==> src/rtl/stream_rr_arbiter_if.sv <==
// Stream bundle for the round-robin arbiter: per-port request streams in,
// one merged registered stream out.
interface stream_rr_arbiter_if #(
  parameter int NUM_PORTS  = 4,
  parameter int DATA_WIDTH = 32,
  parameter int ID_WIDTH   = 2
);
  logic [NUM_PORTS-1:0]            s_valid;
  logic [NUM_PORTS-1:0]            s_ready;
  logic [NUM_PORTS*DATA_WIDTH-1:0] s_data;
  logic [NUM_PORTS-1:0]            s_last;
  logic                            m_valid;
  logic                            m_ready;
  logic [DATA_WIDTH-1:0]           m_data;
  logic                            m_last;
  logic [ID_WIDTH-1:0]             m_id;

  // Arbiter side: consumes the request streams and drives the merged stream.
  modport slave (
    input  s_valid, s_data, s_last, m_ready,
    output s_ready, m_valid, m_data, m_last, m_id
  );

  // Environment side: the requesters plus the downstream consumer.
  modport master (
    output s_valid, s_data, s_last, m_ready,
    input  s_ready, m_valid, m_data, m_last, m_id
  );
endinterface

==> src/rtl/stream_rr_arbiter.sv <==
// Packet-aware round-robin arbiter merging NUM_PORTS valid/ready streams into
// one registered output stage. A granted port owns the output until its last
// beat (or for one beat when LOCK_ON_LAST=0); the next search starts just
// after the port that finished, so a busy port cannot starve the others.
module stream_rr_arbiter #(
  parameter int NUM_PORTS    = 4,
  parameter int DATA_WIDTH   = 32,
  parameter int LOCK_ON_LAST = 1,
  parameter int ID_WIDTH     = 2
) (
  input  logic                clk,
  input  logic                rst,
  stream_rr_arbiter_if.slave  bus,
  output logic                busy
);

  typedef enum logic {
    IDLE  = 1'b0,
    GRANT = 1'b1
  } state_t;

  localparam logic [ID_WIDTH:0]   PORTS_EXT = (ID_WIDTH+1)'(NUM_PORTS);
  localparam logic [ID_WIDTH-1:0] LAST_PORT = ID_WIDTH'(NUM_PORTS - 1);

  state_t                  state_q, state_d;
  logic [ID_WIDTH-1:0]     ptr_q, ptr_d;
  logic [ID_WIDTH-1:0]     grant_q, grant_d;
  logic                    m_valid_q, m_valid_d;
  logic [DATA_WIDTH-1:0]   m_data_q, m_data_d;
  logic                    m_last_q, m_last_d;
  logic [ID_WIDTH-1:0]     m_id_q, m_id_d;

  logic                    pipe_ready;
  logic                    accept;
  logic [NUM_PORTS-1:0]    s_ready;
  logic                    sel_valid;
  logic                    sel_last;
  logic [DATA_WIDTH-1:0]   sel_data;
  logic                    req_found;
  logic [ID_WIDTH-1:0]     req_pick;
  logic [ID_WIDTH:0]       scan_idx;

  // Select the granted port's valid/last/data for the output register.
  always_comb begin
    sel_valid = 1'b0;
    sel_last  = 1'b0;
    sel_data  = '0;
    for (int i = 0; i < NUM_PORTS; i++) begin
      if (grant_q == ID_WIDTH'(i)) begin
        sel_valid = bus.s_valid[i];
        sel_last  = bus.s_last[i];
        sel_data  = bus.s_data[i*DATA_WIDTH +: DATA_WIDTH];
      end
    end
  end

  // Find the first requesting port starting at ptr and wrapping around.
  always_comb begin
    req_found = 1'b0;
    req_pick  = ptr_q;
    scan_idx  = '0;
    for (int i = 0; i < NUM_PORTS; i++) begin
      scan_idx = {1'b0, ptr_q} + (ID_WIDTH+1)'(i);
      if (scan_idx >= PORTS_EXT) begin
        scan_idx = scan_idx - PORTS_EXT;
      end
      if (!req_found && bus.s_valid[scan_idx[ID_WIDTH-1:0]]) begin
        req_found = 1'b1;
        req_pick  = scan_idx[ID_WIDTH-1:0];
      end
    end
  end

  // Next-state, grant/pointer update and output-register load logic.
  always_comb begin
    state_d    = state_q;
    ptr_d      = ptr_q;
    grant_d    = grant_q;
    m_valid_d  = m_valid_q;
    m_data_d   = m_data_q;
    m_last_d   = m_last_q;
    m_id_d     = m_id_q;
    s_ready    = '0;
    accept     = 1'b0;
    pipe_ready = bus.m_ready || !m_valid_q;

    case (state_q)
      IDLE: begin
        if (req_found) begin
          grant_d = req_pick;
          state_d = GRANT;
        end
      end
      GRANT: begin
        s_ready[grant_q] = pipe_ready;
        accept           = sel_valid && pipe_ready;
        if (accept && (sel_last || (LOCK_ON_LAST == 0))) begin
          state_d = IDLE;
          ptr_d   = (grant_q == LAST_PORT) ? '0 : grant_q + ID_WIDTH'(1);
        end
      end
      default: begin
        state_d = IDLE;
      end
    endcase

    if (accept) begin
      m_valid_d = 1'b1;
      m_data_d  = sel_data;
      m_last_d  = sel_last;
      m_id_d    = grant_q;
    end else if (pipe_ready) begin
      m_valid_d = 1'b0;
    end
  end

  // State and output registers; reset drops any packet in flight.
  always_ff @(posedge clk) begin
    if (rst) begin
      state_q   <= IDLE;
      ptr_q     <= '0;
      grant_q   <= '0;
      m_valid_q <= 1'b0;
      m_data_q  <= '0;
      m_last_q  <= 1'b0;
      m_id_q    <= '0;
    end else begin
      state_q   <= state_d;
      ptr_q     <= ptr_d;
      grant_q   <= grant_d;
      m_valid_q <= m_valid_d;
      m_data_q  <= m_data_d;
      m_last_q  <= m_last_d;
      m_id_q    <= m_id_d;
    end
  end

  assign bus.s_ready = s_ready;
  assign bus.m_valid = m_valid_q;
  assign bus.m_data  = m_data_q;
  assign bus.m_last  = m_last_q;
  assign bus.m_id    = m_id_q;
  assign busy        = (state_q == GRANT);

endmodule
==> src/flat_wrapper.sv <==
// flat-port wrapper written by rule: the top's interface ports become plain ports
module stream_rr_arbiter_flat 
#(
  parameter int NUM_PORTS    = 4,
  parameter int DATA_WIDTH   = 32,
  parameter int LOCK_ON_LAST = 1,
  parameter int ID_WIDTH     = 2
)
  (clk, rst, busy, bus_s_valid, bus_s_data, bus_s_last, bus_m_ready, bus_s_ready, bus_m_valid, bus_m_data, bus_m_last, bus_m_id);
  stream_rr_arbiter_if #(.NUM_PORTS(NUM_PORTS), .DATA_WIDTH(DATA_WIDTH), .ID_WIDTH(ID_WIDTH)) bus_i ();
  input  logic clk;
  input  logic rst;
  output logic busy;
  input wire logic [$bits(bus_i.s_valid)-1:0] bus_s_valid;
  input wire logic [$bits(bus_i.s_data)-1:0] bus_s_data;
  input wire logic [$bits(bus_i.s_last)-1:0] bus_s_last;
  input wire logic [$bits(bus_i.m_ready)-1:0] bus_m_ready;
  output wire logic [$bits(bus_i.s_ready)-1:0] bus_s_ready;
  output wire logic [$bits(bus_i.m_valid)-1:0] bus_m_valid;
  output wire logic [$bits(bus_i.m_data)-1:0] bus_m_data;
  output wire logic [$bits(bus_i.m_last)-1:0] bus_m_last;
  output wire logic [$bits(bus_i.m_id)-1:0] bus_m_id;
  assign bus_i.s_valid = bus_s_valid;
  assign bus_i.s_data = bus_s_data;
  assign bus_i.s_last = bus_s_last;
  assign bus_i.m_ready = bus_m_ready;
  assign bus_s_ready = bus_i.s_ready;
  assign bus_m_valid = bus_i.m_valid;
  assign bus_m_data = bus_i.m_data;
  assign bus_m_last = bus_i.m_last;
  assign bus_m_id = bus_i.m_id;
  stream_rr_arbiter #(.NUM_PORTS(NUM_PORTS), .DATA_WIDTH(DATA_WIDTH), .LOCK_ON_LAST(LOCK_ON_LAST), .ID_WIDTH(ID_WIDTH)) u_core (.clk(clk), .rst(rst), .bus(bus_i), .busy(busy));
endmodule
==> config.mk <==
export PLATFORM = sky130hd
export DESIGN_NAME = stream_rr_arbiter_flat
export DESIGN_NICKNAME = d
export VERILOG_FILES = /design/src/rtl/stream_rr_arbiter_if.sv /design/src/rtl/stream_rr_arbiter.sv /design/src/flat_wrapper.sv
export SDC_FILE = /design/constraint.sdc
export NUM_CORES = 1
export LEC_CHECK = 0
export CAP_MARGIN = 10
export CELL_PAD_IN_SITES_DETAIL_PLACEMENT = 1
export CELL_PAD_IN_SITES_GLOBAL_PLACEMENT = 1
export CORE_ASPECT_RATIO = 0.6
export CORE_MARGIN = 5
export CORE_UTILIZATION = 22
export DETAILED_ROUTE_END_ITERATION = 6
export HOLD_SLACK_MARGIN = 0.15
export PLACE_DENSITY = 0.87
export SKIP_CTS_REPAIR_TIMING = 1
export SLEW_MARGIN = 20
export SYNTH_ARGS = -nofsm -noshare
export SYNTH_HDL_FRONTEND = slang
export SYNTH_SLANG_ARGS = --single-unit
==> constraint.sdc <==
create_clock -name clk -period 2.1 [get_ports clk]
set_input_delay 0.63 -clock clk [delete_from_list [all_inputs] [get_ports clk]]
set_output_delay 0.63 -clock clk [all_outputs]
set_load 0.01 [all_outputs]
Word level (Yosys, flattened, before mapping):

Index checks and enable logic that the tools add are counted.

* bitwise operators: 2
* shift-type cells: 0
* reductions and logical operators: 15
* $add $sub $neg: 8
* eq/ne operators: 3
* $mul: 0
* muxes and demuxes: 42
* divide/modulo/power cells: 0
* $lt $le $gt $ge: 10

Operators with widths (count)
* 32-bit two-way mux: 4
* 1-bit two-way mux: 22
* 2-bit two-way mux: 9
* 2-bit by 3-bit < comparator with 1-bit output (second input constant): 5
* 3-bit >= comparator (second input constant): 3
* 1-bit binary-select mux with 2-bit select: 4
* 2-bit by 1-bit subtractor with 2-bit output (second input constant): 4
* 2-bit by 2-bit adder with 3-bit output (second input constant): 2
* 1-bit logical AND: 6
* 4-bit AND: 1
* 2-bit equality test (second input constant): 2
* 1-bit zero test: 4
* 4-bit two-way mux: 1
* 2-bit AND reduction: 2
* 2-bit by 1-bit adder with 3-bit output (second input constant): 1
* 2-bit by 3-bit >= comparator with 1-bit output (second input constant): 1
* 2-bit by 1-bit adder with 2-bit output (second input constant): 1
* 1-bit demux with 2-bit select: 1
* 2-bit by 1-bit equality test with 1-bit output (second input constant): 1
* 2-bit by 1-bit >= comparator with 1-bit output (second input constant): 1
* 2-bit zero test: 1
* 1-bit one-hot mux with 2 select lines: 1
* 2-bit nonzero test: 1
* 1-bit logical OR: 1
* 1-bit inverter: 1

* output and inout bits: 41
* memory bits (read-only): 0
* logic and storage cells: 87
* bits in writable memories: 0
* memories: 0
* input bits: 139
* bits in latches: 0
* bits in registers: 41

Logic depth before layout (Yosys ltp):

* depth after elaboration: 16
* depth in mapped cells: 11
* gate-level depth less buffers: 7

Least setup slack after synthesis:

OpenSTA, ideal clock, no wires.

* path type: reg2out
* start: reg u_core.grant_q[0]
* end: out bus_s_ready[3]
* path buffers: 3
* path slack: -0.095 ns
* cell stages (with the launch flop): 6
* data arrival time: 1.565 ns
* data required time: 1.470 ns
* cells stage by stage: dfxtp_1 -> ha_1 -> clkbuf_1 -> clkbuf_1 -> buf_1 -> and3_1

* longest elaborated chain between the ends: 6
* elaborated cells on any way between the ends: 7
* classes of those cells: 2 x order compare; 3 x mux; 1 x bitwise; 1 x reduce/logical

Ends and longest elaborated chain
* start, declared: RTL line stream_rr_arbiter.sv:27 `logic [ID_WIDTH-1:0] grant_q, grant_d;`
* start signal, assigned: RTL line stream_rr_arbiter.sv:130 `grant_q <= grant_d;`
* 2-bit by 3-bit < comparator with 1-bit output (not written as such) / 2-bit by 1-bit >= comparator with 1-bit output (equally long branches): RTL line stream_rr_arbiter.sv:95 `s_ready[grant_q] = pipe_ready;`
* 1-bit logical AND (not written as such): RTL line stream_rr_arbiter.sv:95
* 1-bit two-way mux (not written as such): RTL line stream_rr_arbiter.sv:95
* 1-bit demux with 2-bit select (*)
* 4-bit AND (no line) (*)
* 4-bit two-way mux (*): RTL line stream_rr_arbiter.sv:87 `case (state_q)`
* end, declared: RTL line flat_wrapper.sv:18 `output wire logic [$bits(bus_i.s_ready)-1:0] bus_s_ready;`

Every way passes the cells marked *; elsewhere a longest branch is shown, timed or not.

Worst setup path in the final report:

* start: in bus_s_valid[0]
* end: reg u_core.m_data_q[15] (netlist: u_core.bus.m_data[15])

* longest elaborated chain between the ends: 6

Ends and longest elaborated chain
* start, declared: RTL line flat_wrapper.sv:14 `input wire logic [$bits(bus_i.s_valid)-1:0] bus_s_valid;`
* 1-bit two-way mux (4 in a row): RTL line stream_rr_arbiter.sv:49 `if (grant_q == ID_WIDTH'(i)) begin`
* 1-bit logical AND: RTL line stream_rr_arbiter.sv:96 `accept = sel_valid && pipe_ready;`
* 1-bit two-way mux: RTL line stream_rr_arbiter.sv:87
* end signal, assigned: RTL line stream_rr_arbiter.sv:132 `m_data_q <= m_data_d;`
* end, declared: RTL line stream_rr_arbiter.sv:29 `logic [DATA_WIDTH-1:0] m_data_q, m_data_d;`

Every way passes these cells.
A chain may end at the register's enable or synchronous reset.

==> impl_metrics.tcl <==
set metrics [dict create \
    outcome "complete, but fails checks" \
    violations "setup timing" \
    p_per_area_nw_per_um2 614 \
    maxCapViolCount 0 \
    grt_util_met1 0.201 \
    viasPerCell 4.95 \
    min_to "u_core.bus.m_last" \
    clkSlewWorstSetupHoldPaths_ns 0.06 \
    worstPathRequired_ns 2.26 \
    finalInstanceArea_sq_um 5230 \
    grt_pass1_wl_um 19100 \
    instances_no_fill 681 \
    routabilityCongestion 0.862 \
    chipHeight_um 95.6 \
    die_area_sq_um 14600 \
    r2r_slack_ns 0.03 \
    dpl_worst_slack_ns -0.661 \
    numCtsBuffers 5 \
    io_pins 180 \
    fp-row-count 31 \
    fmax_ghz 0.475 \
    grt_usage 0.165 \
    multiInputGateArea_sq_um 1740 \
    holdWs_ns 0.458 \
    setup_ws_ns -0.00571 \
    ys_ff_latch 41 \
    period_share 1.00 \
    synth_edf_count 0 \
    htreeDepth 2 \
    cts_tree "done" \
    grt_pass1_vias 3601 \
    crit-reg2reg-capture "u_core.bus.m_data[15]" \
    syn_avg_cell_area_sq_um 8.12 \
    crit_arrival_ns 2.26 \
    clock_skew_ns 0.00593 \
    setup_tns_ns -0.00828 \
    syn_nets 474 \
    use_met3 0.0721 \
    slew_viol_final 0 \
    start_util 0.224 \
    placed_cell_area_sq_um 4800 \
    final.fill_count 1374 \
    syn_to_final_growth_pct 94.6 \
    p_total_mw 3.21 \
    hold_viol_final 0 \
    worst_pin_slew_ns 0.410 \
    final_core_util 0.436 \
    routed_wl_um 13500 \
    min_path_type "flop to flop" \
    cts.sinks 41 \
    whs_path_depth 2 \
    cp_max_fo 6 \
    drt-initial-drc-count 136 \
    rsz0062_at_grt "yes" \
    max_slew_margin 0.727 \
    antenna_found_initial 0 \
    yosys_warnings 0 \
    drc 0 \
    cts_root_buf "clkbuf_16" \
    regArea_sq_um 826 \
    grt_max_degree 42 \
    wl_per_cell_um 19.8 \
    num_vias 3372 \
    power_leakage_nw 2.03 \
    worst_setup_path_end_kind "flop" \
    min_from "u_core.bus.m_last" \
    drtPass1Iterations 4 \
    yosysUniqueCellTypes 34 \
    clk-insertion-delay-late_ns 0.28 \
    synth_cells 331 \
    vdd_drop_max_mv 0.247 \
    finalCriticalPeriod_ns 2.11 \
    grt-busiest-layer "met2" \
    async_flop_share 0 \
    antenna_left 0 \
    setup_viol 2 \
    dieWidth_um 153 \
    num_antenna_cells 0 \
    io_buffers 179 \
    drive_above_1_share 0.215 \
    global_route.overflow_total 0 \
    dpl.cell_count 667 \
    setup.worst_path.start_class "input pin" \
    dp.final_hpwl_um 9930 \
    reg2reg_from "u_core.grant_q[0]" \
    path_class "input pin to flop" \
    clk_path_buf_depth 2 \
    synth-main-ff-cell "dfxtp_1" \
    nets 658 \
    synth_area_sq_um 2690 \
    r2r_cells 9 \
    ys_seq_area_frac 0.306 \
    core_sq_um 12000 \
    use_met2 0.271 \
]
-- worst max-delay path, cell delays in order --
cell and delay, ns:
clkdlybuf4s50_1 0.42, a221o_1 0.36, buf_4 0.16, a32o_2 0.32
clkbuf_16 0.21, nor2_1 0.12, nor3_2 0.05
-- power by group --
| group | total, mW | internal (mW) | switching (mW) |
|---|---|---|---|
| clock | 0.745 | 0.443 | 0.302 |
| sequential | 0.959 | 0.881 | 0.0782 |
| combinational | 1.50 | 0.831 | 0.673 |
-- logic make-up (layout without fill, tap and decap cells) --
family	after synthesis	after routing	share of synthesized area
adder cells (fa/ha/maj)	4	4	0.0186
AND/OR/NAND/NOR	97	97	0.217
flip-flops	41	41	0.306
multiplexers	2	2	0.00792
AO/OA/AOI/OAI	115	115	0.338
buffers and inverters	72	257	0.113
-- layout by cell type, fill, tap and decap left out, types with 7 or more instances in the layout --
master           netlist  layout
inv_1                 36      34
nor2_2                 0      11
nand2_1                7       7
buf_4                  1      22
a221oi_1              32      30
clkbuf_16              0       8
nor2_4                 0       7
a221o_1               34      34
nor3_2                26      27
dfxtp_1               41      39
clkdlybuf4s50_1        0     171
a21oi_1               41      41
nor2_1                40      22
-- state kept, by name, summed over array words and instances (netlist names) --
register            cells
u_core.bus.m_last       1
u_core.grant_q          2
u_core.bus.m_data      32
u_core.busy             1
u_core.bus.m_valid      1
u_core.bus.m_id         2
u_core.ptr_q            2
-- cell usage after synthesis, types with 4 or more instances --
cell,instances,area share
a21oi_1,41,0.076
a221o_1,34,0.13
a221oi_1,32,0.10
and3_1,4,0.0093
buf_2,5,0.0093
clkbuf_1,25,0.035
dfxtp_1,41,0.31
ha_1,4,0.019
inv_1,36,0.050
nand2_1,7,0.0098
nor2_1,40,0.056
nor2b_1,4,0.0093
nor3_1,7,0.013
nor3_2,26,0.097
-- area by class of cell --
cell class | count | area share
inverters | 36 | 0.0258
clock buffers | 8 | 0.0261
multi-input cells | 218 | 0.332
well taps | 165 | 0.0395
repair buffers | 213 | 0.418
flip-flops and latches | 41 | 0.158
-- layer usage --
layer | vias to the layer above | routed length (um) | part of all wire
met3 | 11 | 1170 | 0.087
met5 | - | 0 | 0
met2 | 144 | 6040 | 0.45
met4 | 0 | 111 | 0.0082
met1 | 1616 | 6170 | 0.46
li1 | 1601 | - | -
-- worst max-delay path by stage --
stage	from	end	slack, ns
CTS	bus_m_ready	bus_s_ready[0]	-0.67
global route	u_core.grant_q[0]	u_core.bus.m_data[14]	-0.03
global placement	bus_m_ready	bus_s_ready[1]	-0.61
finish	bus_s_valid[0]	u_core.bus.m_data[15]	-0.006
detailed placement	bus_m_ready	bus_s_ready[0]	-0.66
floorplan	u_core.grant_q[0]	bus_s_ready[2]	0.04
(Power assumes the default switching activity.)
==> patch 1, RTL diff (same flow settings) <==
Reset style: asynchronous (`rst`), changed in one clocked block.
--- a/src/rtl/stream_rr_arbiter.sv
+++ b/src/rtl/stream_rr_arbiter.sv
@@ -117,3 +117,3 @@
   // State and output registers; reset drops any packet in flight.
-  always_ff @(posedge clk) begin
+  always_ff @(posedge clk or posedge rst) begin
     if (rst) begin
Function: differs if rst is asserted again (counterexample within 4 cycles, from zero or initial values and one cycle with rst high); with rst held inactive, the same outputs for 10 cycles.
==> patch 1 against the original RTL <==
The flow still finishes with violations (setup timing); synthesized cell count grew 4.8%; cell area rose by 4.6%; sequential cell count stayed put; count of clock-buffer cells in the layout shrank 2; global-route usage is 1.5 points lower; utilization is 3.2 points lower; setup slack worse by 3.6 ps; area after synthesis is 12% higher; clock skew is 0.85 ps lower; wire length decreased by 4.9%.
Power is not compared: it rests on default switching activity, and its combinational part moved more than twofold at a synthesized area within 25%.
==> patch 1: results (changes against the original RTL) <==
{| class="wikitable"
! Metric !! Value
|-
| Met2 routing resource usage after global routing || 0.267 (-0.00448)
|-
| Critical path's largest stage delay || 400 ps (-20 ps)
|-
| Maximum fanout along the worst path || 5 (-1)
|-
| Net Count, Synth || 490 (+3.4%)
|-
| Data arrival at the endpoint of the critical path || 2280 ps (+20 ps)
|-
| Number of cells on the worst reg-to-reg path || 8 (-1)
|-
| GRT Util Overall || 0.150 (-0.0146)
|-
| Setup crit end || u_core.bus.m_data[23]
|-
| Violated checks || setup timing
|-
| Worst setup slack after layout || -9.35 ps (-3.65 ps)
|-
| Mux cell area share after synthesis || 0.159 (+0.151)
|-
| Clk_skew || 5.08 ps (-0.850 ps)
|-
| Critical R2R Capture || u_core.bus.m_data[23]
|-
| Cell Rows || 33 (+6.5%)
|-
| Met3 Resource Use GR || 0.0450 (-0.0272)
|-
| Placed instance area || 5090 µm² (+6.0%)
|-
| Share of synthesized flip-flops with an asynchronous set or reset || 1.00 (+1.00)
|-
| Met1 Resource Use GR || 0.181 (-0.0194)
|-
| DR vias || 3274 (-2.9%)
|-
| Sequential fraction of the synthesis area || 0.341 (+0.0350)
|-
| Initial drt markers || 122 (-10%)
|-
| Outcome || finished with violations
|-
| Main flop type after synthesis || sky130_fd_sc_hd__dfrtp_1
|-
| Fraction of layout cells with a size suffix above 1 || 0.169 (-0.0460)
|-
| Count of final setup violators || 9 (+7)
|-
| R2r startpoint || u_core.grant_q[0]
|-
| Finished Cell Area || 5470 µm² (+4.6%)
|}
[patch 1: worst min-delay path by stage]
stage,slack (ps),to,start,depth (start not counted)
6_report,510,u_core.bus.m_id[1],u_core.bus.m_id[1],1
5_1_grt,530,u_core.bus.m_data[20],u_core.bus.m_data[20],1
4_1_cts,500,u_core.bus.m_data[3],u_core.bus.m_data[3],1
3_5_place_dp,480,u_core.bus.m_data[3],u_core.bus.m_data[3],1
3_3_place_gp,470,u_core.bus.m_data[6],u_core.bus.m_data[6],1
2_1_floorplan,510,u_core.ptr_q[0],u_core.ptr_q[0],1
[patch 1: layout make-up]
cell class                 instances  area share
inverter                          40      0.0275
sequential                        41       0.188
clock inverter                     2     0.00183
clock buffer                       6      0.0236
timing repair buffer             212       0.393
tap                              175      0.0400
multi-input combinational        237       0.327
[patch 1: routing by layer]
| layer | share of wire | up-vias |
|---|---|---|
| met5 | 0 | - |
| li1 | - | 1602 |
| met2 | 0.48 | 113 |
| met3 | 0.067 | 10 |
| met4 | 0.011 | 0 |
| met1 | 0.44 | 1549 |
[patch 1: worst max-delay path: cells and delay by family, from the launching register on]
family                     cells  cell delay (ps)
buffers and inverters          3              410
and+or+nand+nor                1              200
AOI/OAI and AO/OA              2              510
muxes                          1              290
DFF                            1              400
adders and majority gates      1              180
[patch 1: kinds of logic after synthesis]
logic type	after synthesis
AOI/OAI and AO/OA	147
adders and majority gates	4
buffers and inverters	69
DFF	41
muxes	36
and+or+nand+nor	50
[patch 1: power groups by stage]
stage	Sequential, W	Combinational [W]	Clock, W
floorplan	0.00155	0.00301	0
global placement	0.00141	0.00481	0
detailed placement	0.00143	0.00501	0
CTS	0.00143	0.00504	0.000794
global route	0.00149	0.00611	0.000823
finish	0.00144	0.00567	0.000755
[patch 1: through the flow]
step | total power (W) | setup WS, ps | instances
floorplan | 0.00457 | 82.2 | 347
global placement | 0.00622 | -449 | 699
detailed placement | 0.00644 | -566 | 699
CTS | 0.00726 | -577 | 707
global route | 0.00842 | -88.9 | 713
finish | 0.00787 | -9.35 | 713
==> patch 2, RTL diff (same settings) <==
Made on the original files. `ID_WIDTH` is set to 2 in 3 places; all go to 3.
--- a/src/rtl/stream_rr_arbiter_if.sv
+++ b/src/rtl/stream_rr_arbiter_if.sv
@@ -5,3 +5,3 @@
   parameter int DATA_WIDTH = 32,
-  parameter int ID_WIDTH   = 2
+  parameter int ID_WIDTH   = 3
 );
--- a/src/rtl/stream_rr_arbiter.sv
+++ b/src/rtl/stream_rr_arbiter.sv
@@ -8,3 +8,3 @@
   parameter int LOCK_ON_LAST = 1,
-  parameter int ID_WIDTH     = 2
+  parameter int ID_WIDTH     = 3
 ) (
--- a/src/flat_wrapper.sv
+++ b/src/flat_wrapper.sv
@@ -6,3 +6,3 @@
   parameter int LOCK_ON_LAST = 1,
-  parameter int ID_WIDTH     = 2
+  parameter int ID_WIDTH     = 3
 )
Interface: changed (resized bus_m_id); port bits go from 180 to 181. The function was not compared with the original's and may differ.
==> patch 2 against the original RTL <==
Sequential cell count rose by 3; cell area grew 11%; wire length up 7.1%; worst hold slack improved by 9.9 ps; the flow still finishes with violations (setup timing); total power up 3.0%; fmax is 3.2% lower; area after synthesis up 9.8%; setup slack worse by 70 ps.
==> patch 2: results (changes against the original RTL) <==
{| class="wikitable"
! Metric !! Value
|-
| Top cells by count, synth || sky130_fd_sc_hd__dfxtp_1, sky130_fd_sc_hd__a21oi_1, sky130_fd_sc_hd__nor3_1
|-
| Number of cells on the worst reg-to-reg path || 8 (-1)
|-
| Main area contributors after synthesis || sky130_fd_sc_hd__dfxtp_1, sky130_fd_sc_hd__o2bb2ai_2, sky130_fd_sc_hd__a221oi_1, sky130_fd_sc_hd__nor2b_1, sky130_fd_sc_hd__a21oi_1
|-
| Worst setup slack after layout || -75.2 ps (-69.5 ps)
|-
| Unique masters post-synth || 38 (+12%)
|-
| Number of input and output port buffers inserted || 180 (+0.56%)
|-
| GRT Util Overall || 0.163 (-0.00177)
|-
| Critical R2R Capture || u_core.ptr_q[1]
|-
| Routability congestion estimate from global placement || 0.831 (-3.6%)
|-
| Number of fillers in the final layout || 1439 (+4.7%)
|-
| Terminating pin of the worst hold path || u_core.bus.m_data[16]
|-
| Placed instance area || 5110 µm² (+6.5%)
|-
| Vias in the first global route || 3731 (+3.6%)
|-
| Total leakage power || 2.11 nW (+3.6%)
|-
| Net Count, Synth || 486 (+2.5%)
|-
| Data arrival at the endpoint of the critical path || 2340 ps (+80 ps)
|-
| Share of synthesized flip-flops with an asynchronous set or reset || 0 (unchanged)
|-
| Wire length of the first global-routing pass || 21100 µm (+11%)
|-
| Crit path max-delay cell type || sky130_fd_sc_hd__or4_4
|-
| Count of final setup violators || 34 (+32)
|-
| Outcome || finished with violations
|-
| Worst hold slack across all endpoints || 468 ps (+9.89 ps)
|-
| Fraction of layout cells with a size suffix above 1 || 0.227 (+0.0116)
|-
| Clk_skew || 4.56 ps (-1.37 ps)
|-
| Final layout net count || 682 (+3.6%)
|-
| Tightest Hold Check Type || flop to flop
|-
| Initial drt markers || 159 (+17%)
|-
| Relative max-transition margin || 0.753 (+0.0266)
|-
| Violated checks || setup timing
|-
| Number of detailed-route iterations in the first pass || 7 (+3)
|-
| Sequential fraction of the synthesis area || 0.299 (-0.00698)
|-
| Maximum number of pins on one net before global-route repair || 40 (-4.8%)
|-
| Sum of net half-perimeters after detailed placement || 11000 µm (+11%)
|-
| HP Start || u_core.bus.m_data[16]
|-
| Min-Delay Path Depth || 1 (-1)
|-
| Critical path's largest stage delay || 520 ps (+100 ps)
|-
| Worst ir drop on vdd || 0.293 mV (+19%)
|-
| R2r startpoint || u_core.grant_q[0]
|-
| Layout Area Growth over Synthesis || 96.8%
|-
| Number of enable flip-flop cells after synthesis || 0 (unchanged)
|-
| Wire length per cell after detailed routing || 20.4 µm (+3.0%)
|-
| Number of antenna violations at the first check in global routing || 0 (unchanged)
|-
| Vias/cell || 4.93 (-0.53%)
|}
patch 2: kinds of logic after synthesis:
| family | share of synthesized area |
|---|---|
| simple gates | 0.213 |
| compound gates | 0.343 |
| mux | 0.0411 |
| flops | 0.299 |
| fa+ha+maj | 0.0254 |
| buf+inv | 0.0785 |
patch 2: worst max-delay path by stage:
stage                      start                    to  slack (ps)
2_1_floorplan    u_core.ptr_q[1]     u_core.grant_q[0]           4
3_3_place_gp         bus_m_ready        bus_s_ready[2]        -770
3_5_place_dp         bus_m_ready        bus_s_ready[1]        -760
4_1_cts              bus_m_ready        bus_s_ready[1]        -760
5_1_grt        u_core.grant_q[1]  u_core.bus.m_data[1]        -160
6_report       u_core.grant_q[0]       u_core.ptr_q[1]         -80
patch 2: layout make-up:
cell class,count,area share
Clock buffer,8,0.0252
Inverter,8,0.00603
Sequential cell,44,0.152
Multi-Input combinational cell,250,0.379
Timing Repair Buffer,228,0.401
Tap cell,170,0.0366
patch 2: layer usage:
| layer | GRT usage | share of wire | vias to the layer above |
|---|---|---|---|
| met5 | 0 | 0 | - |
| met1 | 0.203 | 0.43 | 1677 |
| met3 | 0.0547 | 0.073 | 10 |
| met4 | 0.0256 | 0.0077 | 0 |
| met2 | 0.281 | 0.49 | 120 |
| li1 | - | - | 1680 |
patch 2: power breakdown:
| group | internal (W) | switching (W) | total [W] | leakage, nW |
|---|---|---|---|---|
| combinational | 0.000845 | 0.000694 | 0.00154 | 1.68 |
| clock | 0.000475 | 0.000313 | 0.000788 | 0.0712 |
| sequential | 0.000914 | 0.0000651 | 0.000979 | 0.359 |
patch 2: critical path, delay by kind of cell, from the launching register on:
| family | cells | cell delay [ps] |
|---|---|---|
| AOI/OAI and AO/OA | 2 | 420 |
| DFF | 1 | 350 |
| buffers and inverters | 2 | 310 |
| adders and majority gates | 1 | 170 |
| muxes | 1 | 140 |
| and+or+nand+nor | 2 | 680 |
patch 2: metrics by stage:
step	setup slack, ps	TNS [ps]	total power (W)	std cells
4_1_cts	-762	-9850	0.00312	696
3_5_place_dp	-762	-21660	0.00231	688
5_1_grt	-165	-4140	0.00350	708
3_3_place_gp	-768	-21220	0.00225	688
2_1_floorplan	4.31	0	0.00161	341
6_report	-75.2	-1170	0.00330	708
